$ cat config.mk
export PLATFORM = sky130hd
export DESIGN_NAME = tdr_access_sequencer_flat
export DESIGN_NICKNAME = d
export VERILOG_FILES = /design/src/rtl/tdr_access_sequencer_if.sv /design/src/rtl/tdr_access_sequencer.sv /design/src/flat_wrapper.sv
export SDC_FILE = /design/constraint.sdc
export NUM_CORES = 1
export LEC_CHECK = 0
export ABC_CLOCK_PERIOD_IN_PS = 1900
export BUFFER_PORTS_ARGS = -buffer_cell sky130_fd_sc_hd__buf_2
export CELL_PAD_IN_SITES_DETAIL_PLACEMENT = 0
export CELL_PAD_IN_SITES_GLOBAL_PLACEMENT = 2
export CORE_ASPECT_RATIO = 1.75
export CORE_UTILIZATION = 31
export CTS_CLUSTER_SIZE = 24
export DETAILED_ROUTE_END_ITERATION = 8
export PLACE_DENSITY = 0.75
export SETUP_SLACK_MARGIN = 0.2
export SLEW_MARGIN = 10
export SYNTH_ARGS = -nofsm -noshare
export SYNTH_HDL_FRONTEND = slang
export SYNTH_SLANG_ARGS = --single-unit
$ cat constraint.sdc
create_clock -name ijtag_tck -period 1.9 [get_ports ijtag_tck]
set_clock_uncertainty 0.05 [all_clocks]
set_input_delay 0.095 -clock ijtag_tck [delete_from_list [all_inputs] [get_ports ijtag_tck]]
set_output_delay 0.095 -clock ijtag_tck [all_outputs]
set_load 0.02 [all_outputs]
$ cat src/rtl/tdr_access_sequencer_if.sv
// ---------------------------------------------------------------------------
// tdr_access_sequencer_if
//
// Purpose: bundles the host request/response handshake and the IJTAG pins of
// the counter-control TDR into one interface. The sequencer connects through
// the slave modport. A host or testbench that drives requests and plays the
// TDR side uses the master modport.
//
// Optional macro: TDR_SEQ_NO_CAPTURE_EN adds req_no_capture.
//
// Signals:
//   req_valid / req_ready / req_wdata   host request handshake and write word
//   rsp_valid / rsp_ready / rsp_rdata   response handshake and captured word
//   busy                                sequencer not idle
//   ijtag_sel/ce/se/ue/si               drive to the TDR
//   ijtag_so                            serial data back from the TDR
//   req_no_capture                      (macro only) skip the capture phase
// ---------------------------------------------------------------------------
interface tdr_access_sequencer_if #(
  parameter int LEN = 5
);
  logic           req_valid;
  logic           req_ready;
  logic [LEN-1:0] req_wdata;
`ifdef TDR_SEQ_NO_CAPTURE_EN
  logic           req_no_capture;
`endif
  logic           rsp_valid;
  logic           rsp_ready;
  logic [LEN-1:0] rsp_rdata;
  logic           busy;
  logic           ijtag_sel;
  logic           ijtag_ce;
  logic           ijtag_se;
  logic           ijtag_ue;
  logic           ijtag_si;
  logic           ijtag_so;

  // The sequencer consumes requests and the TDR serial output, and drives
  // everything else.
  modport slave (
    input  req_valid, req_wdata, rsp_ready, ijtag_so,
`ifdef TDR_SEQ_NO_CAPTURE_EN
    input  req_no_capture,
`endif
    output req_ready, rsp_valid, rsp_rdata, busy,
    output ijtag_sel, ijtag_ce, ijtag_se, ijtag_ue, ijtag_si
  );

  // The host, or a testbench standing in for host plus TDR, is the mirror image.
  modport master (
    output req_valid, req_wdata, rsp_ready, ijtag_so,
`ifdef TDR_SEQ_NO_CAPTURE_EN
    output req_no_capture,
`endif
    input  req_ready, rsp_valid, rsp_rdata, busy,
    input  ijtag_sel, ijtag_ce, ijtag_se, ijtag_ue, ijtag_si
  );
endinterface

$ cat src/rtl/tdr_access_sequencer.sv
// ---------------------------------------------------------------------------
// tdr_access_sequencer
//
// Purpose: self-contained IJTAG access controller for the 5-bit counter
// control TDR. It takes one read-modify-write request from the host and
// walks the TDR through capture, shift (LSB first) and update. It collects
// the shifted-out bits and returns them as the response.
//
// Optional macro: TDR_SEQ_NO_CAPTURE_EN. When defined, req_no_capture=1
// skips the capture phase, so the response carries the TDR's previous shift
// contents. This supports write-verify.
//
// Ports:
//   ijtag_tck    scan clock; all state changes on its rising edge
//   ijtag_reset  asynchronous, active-high reset
//   bus          tdr_access_sequencer_if.slave
//                (host request/response and TDR ijtag_* pins)
// ---------------------------------------------------------------------------
module tdr_access_sequencer #(
  parameter int LEN   = 5,
  parameter int CNT_W = $clog2(LEN)
) (
  input  logic                   ijtag_tck,
  input  logic                   ijtag_reset,
  tdr_access_sequencer_if.slave  bus
);

  typedef enum logic [2:0] {
    IDLE,
    CAPTURE,
    SHIFT,
    UPDATE,
    RESP
  } state_t;

  localparam logic [CNT_W-1:0] LAST_CNT = CNT_W'(LEN - 1);

  state_t           state_q, state_d;
  logic [CNT_W-1:0] cnt_q, cnt_d;
  logic [LEN-1:0]   wdata_q, wdata_d;
  logic [LEN-1:0]   rdata_q, rdata_d;

  // State register. Reset forces IDLE at once, so every ijtag_* control
  // drops asynchronously and an aborted scan never reaches update.
  always_ff @(posedge ijtag_tck or posedge ijtag_reset) begin
    if (ijtag_reset) begin
      state_q <= IDLE;
      cnt_q   <= '0;
      wdata_q <= '0;
      rdata_q <= '0;
    end else begin
      state_q <= state_d;
      cnt_q   <= cnt_d;
      wdata_q <= wdata_d;
      rdata_q <= rdata_d;
    end
  end

  // Next state and Moore outputs. Every ijtag_* output and req_ready decode
  // only from registered state, so no combinational path runs from the host
  // request to the TDR pins. In SHIFT, each rising edge both samples so into
  // bit cnt and moves to the next bit. The retimed so is therefore bit cnt of
  // the TDR contents.
  always_comb begin
    state_d       = state_q;
    cnt_d         = cnt_q;
    wdata_d       = wdata_q;
    rdata_d       = rdata_q;
    bus.req_ready = 1'b0;
    bus.rsp_valid = 1'b0;
    bus.ijtag_sel = 1'b0;
    bus.ijtag_ce  = 1'b0;
    bus.ijtag_se  = 1'b0;
    bus.ijtag_ue  = 1'b0;
    bus.ijtag_si  = 1'b0;
    unique case (state_q)
      IDLE: begin
        bus.req_ready = 1'b1;
        if (bus.req_valid) begin
          wdata_d = bus.req_wdata;
          rdata_d = '0;
          cnt_d   = '0;
`ifdef TDR_SEQ_NO_CAPTURE_EN
          state_d = bus.req_no_capture ? SHIFT : CAPTURE;
`else
          state_d = CAPTURE;
`endif
        end
      end
      CAPTURE: begin
        bus.ijtag_sel = 1'b1;
        bus.ijtag_ce  = 1'b1;
        cnt_d         = '0;
        state_d       = SHIFT;
      end
      SHIFT: begin
        bus.ijtag_sel  = 1'b1;
        bus.ijtag_se   = 1'b1;
        bus.ijtag_si   = wdata_q[cnt_q];
        rdata_d[cnt_q] = bus.ijtag_so;
        if (cnt_q == LAST_CNT) begin
          cnt_d   = '0;
          state_d = UPDATE;
        end else begin
          cnt_d = cnt_q + CNT_W'(1);
        end
      end
      UPDATE: begin
        bus.ijtag_sel = 1'b1;
        bus.ijtag_ue  = 1'b1;
        state_d       = RESP;
      end
      RESP: begin
        bus.rsp_valid = 1'b1;
        if (bus.rsp_ready) begin
          state_d = IDLE;
        end
      end
      default: begin
        state_d = IDLE;
      end
    endcase
  end

  // Response word and busy flag come straight from registered state.
  always_comb begin
    bus.rsp_rdata = rdata_q;
    bus.busy      = (state_q != IDLE);
  end

endmodule

$ cat src/flat_wrapper.sv
// flat-port wrapper written by rule: the top's interface ports become plain ports
module tdr_access_sequencer_flat 
#(
  parameter int LEN   = 5,
  parameter int CNT_W = $clog2(LEN)
)
  (ijtag_tck, ijtag_reset, bus_req_valid, bus_req_wdata, bus_rsp_ready, bus_ijtag_so, bus_req_ready, bus_rsp_valid, bus_rsp_rdata, bus_busy, bus_ijtag_sel, bus_ijtag_ce, bus_ijtag_se, bus_ijtag_ue, bus_ijtag_si);
  tdr_access_sequencer_if #(.LEN(LEN)) bus_i ();
  input  logic ijtag_tck;
  input  logic ijtag_reset;
  input wire logic [$bits(bus_i.req_valid)-1:0] bus_req_valid;
  input wire logic [$bits(bus_i.req_wdata)-1:0] bus_req_wdata;
  input wire logic [$bits(bus_i.rsp_ready)-1:0] bus_rsp_ready;
  input wire logic [$bits(bus_i.ijtag_so)-1:0] bus_ijtag_so;
  output wire logic [$bits(bus_i.req_ready)-1:0] bus_req_ready;
  output wire logic [$bits(bus_i.rsp_valid)-1:0] bus_rsp_valid;
  output wire logic [$bits(bus_i.rsp_rdata)-1:0] bus_rsp_rdata;
  output wire logic [$bits(bus_i.busy)-1:0] bus_busy;
  output wire logic [$bits(bus_i.ijtag_sel)-1:0] bus_ijtag_sel;
  output wire logic [$bits(bus_i.ijtag_ce)-1:0] bus_ijtag_ce;
  output wire logic [$bits(bus_i.ijtag_se)-1:0] bus_ijtag_se;
  output wire logic [$bits(bus_i.ijtag_ue)-1:0] bus_ijtag_ue;
  output wire logic [$bits(bus_i.ijtag_si)-1:0] bus_ijtag_si;
  assign bus_i.req_valid = bus_req_valid;
  assign bus_i.req_wdata = bus_req_wdata;
  assign bus_i.rsp_ready = bus_rsp_ready;
  assign bus_i.ijtag_so = bus_ijtag_so;
  assign bus_req_ready = bus_i.req_ready;
  assign bus_rsp_valid = bus_i.rsp_valid;
  assign bus_rsp_rdata = bus_i.rsp_rdata;
  assign bus_busy = bus_i.busy;
  assign bus_ijtag_sel = bus_i.ijtag_sel;
  assign bus_ijtag_ce = bus_i.ijtag_ce;
  assign bus_ijtag_se = bus_i.ijtag_se;
  assign bus_ijtag_ue = bus_i.ijtag_ue;
  assign bus_ijtag_si = bus_i.ijtag_si;
  tdr_access_sequencer #(.LEN(LEN), .CNT_W(CNT_W)) u_core (.ijtag_tck(ijtag_tck), .ijtag_reset(ijtag_reset), .bus(bus_i));
endmodule
==> metrics <==
vias=652; DRC=0; PnR Total Power=1.92 mW; placed cells=127; post-route ant nets=0; filler cell count=256; Period Utilization, post-route=82.3%; fin. max-slew vios=0; IO Count=23; # setup viols final=0; fin area=1090 um^2; DIE AREA=3000 um^2; final hold violation count=0; worst hold path class=in2reg; CP Launch Type=register; syn_area_per_cell=10.6 um^2; cts bufs inserted=3; Worst R2R Start=u_core.state_q[1]; GRT overflow=0; # diodes=0; GR Util met2=22.6%; R2R depth=2; Synth Cell Area=862 um^2; Leakage=0.591 nW; area grow syn2layout=26.0%; GRT busiest layer=met2; status=finished, final reports clean; clk sinks=16; actual slew at the worst max-slew pin=579 ps; f_max=640 MHz; register-to-register setup slack=390 ps; met1 GRT Util=14.1%; DR iter-0 viols=9; Hold Crit Depth=2; die span in x=41.9 um; CP Cell Sequence=nor2_1 -> and3_1 -> o31a_1 -> buf_2; Max-Cap Viols=0; Layout Utilization=40.8%; Reg-to-Reg End=u_core.wdata_q[2]; Routed WL=1700 um; Clock transition at path regs=60 ps; Slowest-stage cell, CP=dfrtp_1; Final Critical Period=1560 ps; Peak VDD IR=0.852 mV; Longest Clk Path Bufs=2; Yosys Warn Count=0; met3 Use GR=1.76%; crit path from=u_core.cnt_q[1]; Cell Count, Final, Fillers Out=134; sequential area share after synthesis=46.4%; power per cell area=1770 nW/um^2; Die Ht=71.8 um; Worst-Skew Late Latency=250 ps; hold_ws=23.3 ps; Post-Syn Nets=93; nets=120; row cnt=25; drt pass-1 iters=3; most frequent cells in the layout=buf_2, dfrtp_1, nand2_1, mux2i_1, inv_1; commonest non-fill, non-tap cell in the layout=buf_2; CTS tree=yes; crit path max fanout=6; CP endpoint=bus_ijtag_si; routability cong.=0.748; critical setup path kind=reg2out; layout cells sized above 1=37.4%; initial antenna violation count=0; Final WS setup=337 ps; Req. time, crit path=1750 ps; slew margin rel.=61.4%; first-pass GRT wire length=2860 um; DPL Wire Length=1290 um; FF+latch count, synth=16; synth unique cells=30; core footprint=2660 um^2; crit path DAT=1420 ps; DP Worst Slack=207 ps; Starting Density=32.4%; slowest stage delay, CP=440 ps; vias in the first global route=642; setup_tns=0 ps; htree depth=1; root buf cell=clkbuf_8; Setup crit end kind=primary output; count of buffers from port buffering=22; routed len/inst=12.7 um; gr usage total=12.3%; Post-Synthesis Cells=81; placed cell area=995 um^2; RSZ-0062 raised after global routing=false; DR vias/cell=4.87; largest net degree at the start of global routing=17
-- final cells by class --
cell class | instances | area [um^2] | area share [%]
Multi-Input combinational cell | 53 | 415 | 38.2
Sequential cell | 16 | 402 | 37.0
Timing Repair Buffer | 28 | 158 | 14.5
Clock buffer | 4 | 55.1 | 5.07
Tap cell | 27 | 33.8 | 3.11
Inverter | 6 | 22.5 | 2.07
-- how the worst min path moves through the flow --
stage	start	to
6_report	bus_req_wdata[0]	u_core.wdata_q[0]
3_5_place_dp	ijtag_reset	u_core.cnt_q[2]
4_1_cts	bus_req_wdata[3]	u_core.wdata_q[3]
3_3_place_gp	ijtag_reset	u_core.cnt_q[0]
5_1_grt	bus_req_wdata[4]	u_core.wdata_q[4]
2_1_floorplan	ijtag_reset	u_core.bus.rsp_rdata[0]
-- metal layers --
layer  vias to the layer above  routed length [um]
li1                        334                   -
met5                         -                   0
met4                         0                  14
met1                       297                 724
met2                        19                 887
met3                         2                  75
-- Yosys cell counts --
cell type   n  area (um^2)
dfrtp_1    16          400
mux2i_1     7         70.1
nand2_1     7         26.3
inv_1       6         22.5
mux2_4      5         75.1
nand3_1     5         25.0
nor2_1      5         18.8
buf_2       3         15.0
nor3_1      3         15.0
and2_1      2         12.5
clkbuf_1    2         7.51
ha_1        2         25.0
a211oi_1    1         7.51
a21o_1      1         7.51
a21oi_1     1         5.00
a31oi_1     1         6.26
and3_1      1         6.26
and3b_1     1         8.76
buf_6       1         11.3
nand3b_1    1         7.51
nor3b_1     1         7.51
nor3b_2     1         12.5
nor4_1      1         6.26
nor4b_2     1         15.0
o21ai_0     1         5.00
o2bb2ai_1   1         8.76
o31a_1      1         8.76
or3_1       1         6.26
or4b_1      1         10.0
xnor2_1     1         8.76
-- logic make-up (layout without fill, tap and decap cells) --
logic type,after synthesis,count (layout),share of synthesized area [%]
mux,12,12,16.8
simple gates,31,31,20.6
buf+inv,12,38,6.53
compound gates,7,7,5.66
xor+xnor,1,1,1.02
fa+ha+maj,2,2,2.90
flops,16,16,46.4
-- repair_timing --
action,CTS,global route
gates resized for setup,2,1
endpoints found under the setup margin,4,1
endpoints found under the hold margin,16,0
hold buffers,1,0
setup buffers,0,2
pin swaps,0,1
-- report_power, final --
part           internal [mW]  switching (mW)  leakage [nW]
Combinational          0.471           0.550         0.358
Sequential             0.487           0.112         0.204
Clock                  0.184           0.114        0.0288
-- state kept, by name, summed over array words and instances, names as in the netlist --
register              count
u_core.bus.rsp_rdata      5
u_core.cnt_q              3
u_core.state_q            3
u_core.wdata_q            5
-- critical path: cells and delay by family, from the launching register on --
family / cells / cell delay, ps
AOI/OAI and AO/OA: 1 / 280
buffers and inverters: 1 / 160
DFF: 1 / 440
and+or+nand+nor: 2 / 300
Note: power is estimated with default switching activity, not from simulation.
